<file path="src/rtl/pulse_chan_regs.sv">
// CPU-side register front-end for one pulse channel (NRx0..NRx4): stores the
// channel fields, answers masked reads and emits length-load and trigger pulses.
module pulse_chan_regs #(
  parameter int LEN_BITS  = 6,
  parameter bit HAS_SWEEP = 1'b1
) (
  input  logic                clk,
  input  logic                rst_n,
  input  logic [2:0]          bus_addr,
  input  logic [7:0]          bus_wdata,
  input  logic                bus_wr,
  input  logic                bus_rd,
  output logic [7:0]          bus_rdata,
  output logic                bus_rvalid,
  input  logic                apu_power,
  output logic [2:0]          sweep_period,
  output logic                sweep_negate,
  output logic [2:0]          sweep_shift,
  output logic [1:0]          duty,
  output logic [LEN_BITS-1:0] len_load,
  output logic                len_load_strobe,
  output logic [3:0]          env_init_vol,
  output logic                env_dir,
  output logic [2:0]          env_period,
  output logic                dac_enable,
  output logic [10:0]         freq,
  output logic                len_enable,
  output logic                trigger
);

  logic [6:0] nr0_q, nr0_d;
  logic [7:0] nr1_q, nr1_d;
  logic [7:0] nr2_q, nr2_d;
  logic [7:0] nr3_q, nr3_d;
  logic       len_en_q, len_en_d;
  logic [2:0] freq_hi_q, freq_hi_d;
  logic [7:0] rdata_q, rdata_d;
  logic       rvalid_q;
  logic       len_strobe_q, len_strobe_d;
  logic       trigger_q, trigger_d;
  logic       wr_en;

  assign wr_en = bus_wr && apu_power;

  always_comb begin
    nr0_d     = nr0_q;
    nr1_d     = nr1_q;
    nr2_d     = nr2_q;
    nr3_d     = nr3_q;
    len_en_d  = len_en_q;
    freq_hi_d = freq_hi_q;
    if (!apu_power) begin
      nr0_d     = '0;
      nr1_d     = '0;
      nr2_d     = '0;
      nr3_d     = '0;
      len_en_d  = 1'b0;
      freq_hi_d = '0;
    end else if (bus_wr) begin
      case (bus_addr)
        3'd0: if (HAS_SWEEP) nr0_d = bus_wdata[6:0];
        3'd1: nr1_d = bus_wdata;
        3'd2: nr2_d = bus_wdata;
        3'd3: nr3_d = bus_wdata;
        3'd4: begin
          len_en_d  = bus_wdata[6];
          freq_hi_d = bus_wdata[2:0];
        end
        default: ;
      endcase
    end
  end

  // Trigger is gated by the DAC state in force when the NRx4 write lands.
  assign len_strobe_d = wr_en && (bus_addr == 3'd1);
  assign trigger_d    = wr_en && (bus_addr == 3'd4) && bus_wdata[7] && (nr2_q[7:3] != 5'd0);

  // Reads see the registers before any same-cycle write; unused bits read as 1.
  always_comb begin
    rdata_d = rdata_q;
    if (bus_rd) begin
      case (bus_addr)
        3'd0:    rdata_d = HAS_SWEEP ? {1'b1, nr0_q} : 8'hFF;
        3'd1:    rdata_d = nr1_q | 8'h3F;
        3'd2:    rdata_d = nr2_q;
        3'd3:    rdata_d = 8'hFF;
        3'd4:    rdata_d = {1'b1, len_en_q, 6'h3F};
        default: rdata_d = 8'hFF;
      endcase
    end
  end

  always_ff @(posedge clk or negedge rst_n) begin
    if (!rst_n) begin
      nr0_q        <= '0;
      nr1_q        <= '0;
      nr2_q        <= '0;
      nr3_q        <= '0;
      len_en_q     <= 1'b0;
      freq_hi_q    <= '0;
      rdata_q      <= '0;
      rvalid_q     <= 1'b0;
      len_strobe_q <= 1'b0;
      trigger_q    <= 1'b0;
    end else begin
      nr0_q        <= nr0_d;
      nr1_q        <= nr1_d;
      nr2_q        <= nr2_d;
      nr3_q        <= nr3_d;
      len_en_q     <= len_en_d;
      freq_hi_q    <= freq_hi_d;
      rdata_q      <= rdata_d;
      rvalid_q     <= bus_rd;
      len_strobe_q <= len_strobe_d;
      trigger_q    <= trigger_d;
    end
  end

  assign bus_rdata       = rdata_q;
  assign bus_rvalid      = rvalid_q;
  assign sweep_period    = nr0_q[6:4];
  assign sweep_negate    = nr0_q[3];
  assign sweep_shift     = nr0_q[2:0];
  assign duty            = nr1_q[7:6];
  assign len_load        = nr1_q[LEN_BITS-1:0];
  assign len_load_strobe = len_strobe_q;
  assign env_init_vol    = nr2_q[7:4];
  assign env_dir         = nr2_q[3];
  assign env_period      = nr2_q[2:0];
  assign dac_enable      = nr2_q[7:3] != 5'd0;
  assign freq            = {freq_hi_q, nr3_q};
  assign len_enable      = len_en_q;
  assign trigger         = trigger_q;

endmodule
</file>
<file path="config.mk">
export PLATFORM = sky130hd
export DESIGN_NAME = pulse_chan_regs
export DESIGN_NICKNAME = d
export VERILOG_FILES = /design/src/rtl/pulse_chan_regs.sv
export SDC_FILE = /design/constraint.sdc
export NUM_CORES = 1
export LEC_CHECK = 0
export CORE_ASPECT_RATIO = 0.6
export CORE_MARGIN = 8
export CORE_UTILIZATION = 42
export DETAILED_ROUTE_END_ITERATION = 10
export PLACE_DENSITY = 0.8
export SETUP_SLACK_MARGIN = 0.4
export SYNTH_ARGS = -nofsm -noshare
export SYNTH_HDL_FRONTEND = slang
export SYNTH_SLANG_ARGS = --single-unit
</file>
<file path="constraint.sdc">
create_clock -name clk -period 0.92 [get_ports clk]
set_input_delay 0.276 -clock clk [delete_from_list [all_inputs] [get_ports clk]]
set_output_delay 0.276 -clock clk [all_outputs]
set_load 0.01 [all_outputs]
</file>
# After elaboration in Yosys (flattened, before gate mapping)
# Index checks and enable logic that the tools add are counted.
# totals
output_inout_bits	47
input_bits	16
wordCells	51
regBits	46
# classes
mux	19
eq_ne	10
n_reduce_logical	12
# op_table
operator	count
8-bit 2-to-1 mux	9
8-bit one-hot mux with 4 select lines	1
7-bit 2-to-1 mux	3
2-bit by 1-bit != test with 1-bit output, second input constant	5
2-bit AND reduction	5
3-bit 2-to-1 mux	3
3-bit by 2-bit == test with 1-bit output, second input constant	2
1-bit logical AND	5
5-bit nonzero test	1
3-bit by 1-bit == test with 1-bit output, second input constant	1
3-bit == test, second input constant	1
3-bit zero test	1
1-bit 2-to-1 mux	3
2-bit != test, second input constant	1

# Depth between registers and ports, before layout
# logic_depth
word_depth	4
depth_mapped	6
mapped_depth_nobuf	4

# Worst setup path after synthesis
# Ideal clock, no wire load.
# synth_timing
kind	in2reg
from	input port bus_addr[1]
to	register nr3_q[3]
setup_ns	0.127
path_stages	5
setup_slack_ns	-0.209
t_required_ns	0.793
n_path_buf	2
arrival_time_ns	1.002
path_cell_list	buf_2 buf_4 nand3_1 nand2_1 a21boi_0
# synth_via
elab_chain_cells	3
# synth_rtl
item	line	text
from (decl)	9	input logic [2:0] bus_addr,
3-bit by 2-bit == test with 1-bit output	60	case (bus_addr)
2-bit by 1-bit != test with 1-bit output (no source line)	--	
2-bit AND reduction (no source line)	--	
to (signal assigned)	109	nr3_q <= nr3_d;
to (decl)	34	logic [7:0] nr3_q, nr3_d;
# Every way passes these cells.
# A chain may end at the register's enable or synchronous reset.

# Worst setup path in the final report
# layout_timing
from	register nr2_q[6]
to	output port dac_enable
# layout_via
elab_chain_cells	1
# layout_rtl
item	line	text
from (decl)	33	logic [7:0] nr2_q, nr2_d;
from (signal assigned)	108	nr2_q <= nr2_d;
5-bit nonzero test	130	assign dac_enable = nr2_q[7:3] != 5'd0;
to (decl)	25	output logic dac_enable,
# Every way passes these cells.

==> results_dict.tcl <==
set metrics [dict create \
    status "finished with violations" \
    violations "negative hold slack, negative setup slack" \
    tightest_slew_ns 0.2820 \
    grt_use_met3_pct 5.530 \
    cp.required_ns 0.64 \
    antenna_cells 0 \
    dieHeight_um 70.60 \
    grt_max_degree 47 \
    tritoncts "yes" \
    finalInstanceArea_sq_um 3517 \
    drcViolationCount 0 \
    ctsHtreeMaxLevel 2 \
    ys_types 29 \
    max-slew-margin-rel_pct 81.14 \
    place_area_sq_um 3083 \
    clock_sinks 46 \
    setup_tns_ns -12.17 \
    synth_area_leader_cell "dfrtp_1" \
    period_minus_slack_ns 1.471 \
    die_w_um 107.0 \
    synth_edf_count 0 \
    drive_above_1_share_pct 52.34 \
    fmax_mhz 679.9 \
    clock_latency_ns 0.31 \
    power.leakage_uw 0.001654 \
    grt_setup_unrepaired "true" \
    antenna_found_initial 0 \
    ant_nets 0 \
    globalplace.congestion 0.8135 \
    start_util_pct 42.34 \
    synth.avg_cell_area_sq_um 10.81 \
    power.density_nw_per_um2 1272 \
    synthCells 193 \
    first_global_vias 2032 \
    clkTransAtPathRegs_ns 0.09 \
    yosysWarnings 0 \
    yosys-top-cells-area "dfrtp_1 (55%), mux2i_1 (12%), nor2b_1 (6.0%)" \
    core_area_sq_um 4930 \
    drt-vias-per-instance 5.044 \
    r2r_start "nr2_q[6]" \
    layout_setup_ws_ns -0.5509 \
    met1_usage_pct 22.57 \
    cap_violations 0 \
    synthTopCellsByCount "dfrtp_1 (46), nand2_1 (33), mux2i_1 (25)" \
    place_hpwl_um 4397 \
    synth_area_sq_um 2087 \
    grt_usage_pct 17.73 \
    ys_ff_latch 46 \
    syn_nets 209 \
    vias 1952 \
    min_path_type "input pin to asynchronous set/reset pin" \
    wl_per_cell_um 17.84 \
    clock_skew_ns 0.007596 \
    async_reset_ff_share_pct 100.0 \
    synth-main-ff-cell "dfrtp_1" \
    worstSetupPathType "flip-flop to output port" \
    post-synth-top-count-cell "dfrtp_1" \
    synth_top_area_share_pct 55.16 \
    root_buffer "clkbuf_8" \
    hold-worst-slack_ns -0.07854 \
    critPathMaxFanout 2 \
    slew_violations 0 \
    wirelength_um 6905 \
    area_delta_synth_final_pct 68.52 \
    setup_violations 79 \
    cp-startpoint "nr2_q[6]" \
    clock_path_buffers 2 \
    grt.busiest_layer "met2" \
    first_pass_iters 4 \
    rows 20 \
    start_kind "flip-flop" \
    overflow 0 \
    arrival_ns 1.19 \
    period_share_pct 159.9 \
    ios 63 \
    use_met2_pct 28.00 \
    hold_viol_final 46 \
    cp-end-kind "output port" \
    fin_nets 336 \
    grt_pass1_wl_um 10510 \
    die-area_sq_um 7555 \
    port_buffers 62 \
    cts_buffers 5 \
    drt_iter0_markers 77 \
    irDropWorstVdd_mv 0.7833 \
    ys_seq_area_share_pct 55.16 \
]
-- sequential cells by signal, indices dropped and copies added (netlist names) --
signal / flops
bus_rvalid: 1
freq_hi_q: 3
nr2_q: 8
trigger: 1
len_enable: 1
nr0_q: 7
nr1_q: 8
bus_rdata: 8
nr3_q: 8
len_load_strobe: 1
-- cells in the final DEF (no fill, tap or decap), types with 8 or more instances in the layout --
| cell | count |
|---|---|
| a21boi_1 | 9 |
| buf_2 | 33 |
| buf_4 | 39 |
| buf_6 | 42 |
| clkdlybuf4s50_1 | 8 |
| dfrtp_1 | 46 |
| mux2i_1 | 23 |
| nand2_1 | 19 |
| nand2_2 | 14 |
| nor2_1 | 12 |
| nor2b_1 | 20 |
-- routing by layer --
metal  up-vias  share of wire, %
li1        898                 -
met1       979                46
met2        62                47
met3        13               6.3
met4         0               1.5
met5         -                 0
-- worst max-delay path, cell delays in order (launching register included) --
cell     delay (ns)
dfrtp_1        0.42
nor3_2         0.22
nand2_2        0.11
buf_6          0.14
-- through the flow --
stage	cells	total power (uW)	utilization (%)	worst slack (ns)
2_1_floorplan	193	2417	-	-0.1903
3_3_place_gp	349	2814	62.54	-0.7832
3_5_place_dp	349	2827	62.54	-0.8386
4_1_cts	372	4371	66.17	-0.5412
5_1_grt	387	4598	71.35	-0.5572
6_report	387	4473	71.35	-0.5509
-- final timing paths --
check,end,slack (ns),cells after the start
min in group clk,bus_rvalid,0.42,2
setup / recovery,dac_enable,-0.55,3
hold / removal,bus_rvalid,-0.08,2
max in group asynchronous,nr3_q[7],0.76,2
hold reg to reg,nr3_q[5],0.53,2
setup reg to reg,bus_rdata[6],-0.20,5
-- cells by family after synthesis --
| family | after synthesis | share of synthesized area, % |
|---|---|---|
| muxes | 25 | 11.99 |
| and+or+nand+nor | 81 | 20.38 |
| DFF | 46 | 55.16 |
| AOI/OAI and AO/OA | 28 | 8.753 |
| buffers and inverters | 13 | 3.716 |
-- area by class of cell --
| cell class | instances | area [sq um] |
|---|---|---|
| Clock inverter | 2 | 37.54 |
| Fill cell | 345 | 1413 |
| Multi-Input combinational cell | 135 | 1016 |
| Timing Repair Buffer | 131 | 1154 |
| Tap cell | 66 | 82.58 |
| Inverter | 1 | 3.754 |
| Sequential cell | 46 | 1151 |
| Clock buffer | 6 | 72.57 |
-- power by group --
part,switching (uW),total (uW),internal (uW)
sequential,39.3,2120,2080
clock,748,1560,812
combinational,365,789,424
-- what timing repair did --
action / in CTS / in global routing
pin swaps: 25 / 17
setup buffers: 14 / 15
hold endpoints to repair: 46 / 46
resized for setup: 262 / 36
endpoints found under the setup margin: 93 / 92
gates cloned: 1 / 0
Power figures use the tool's default switching activity.
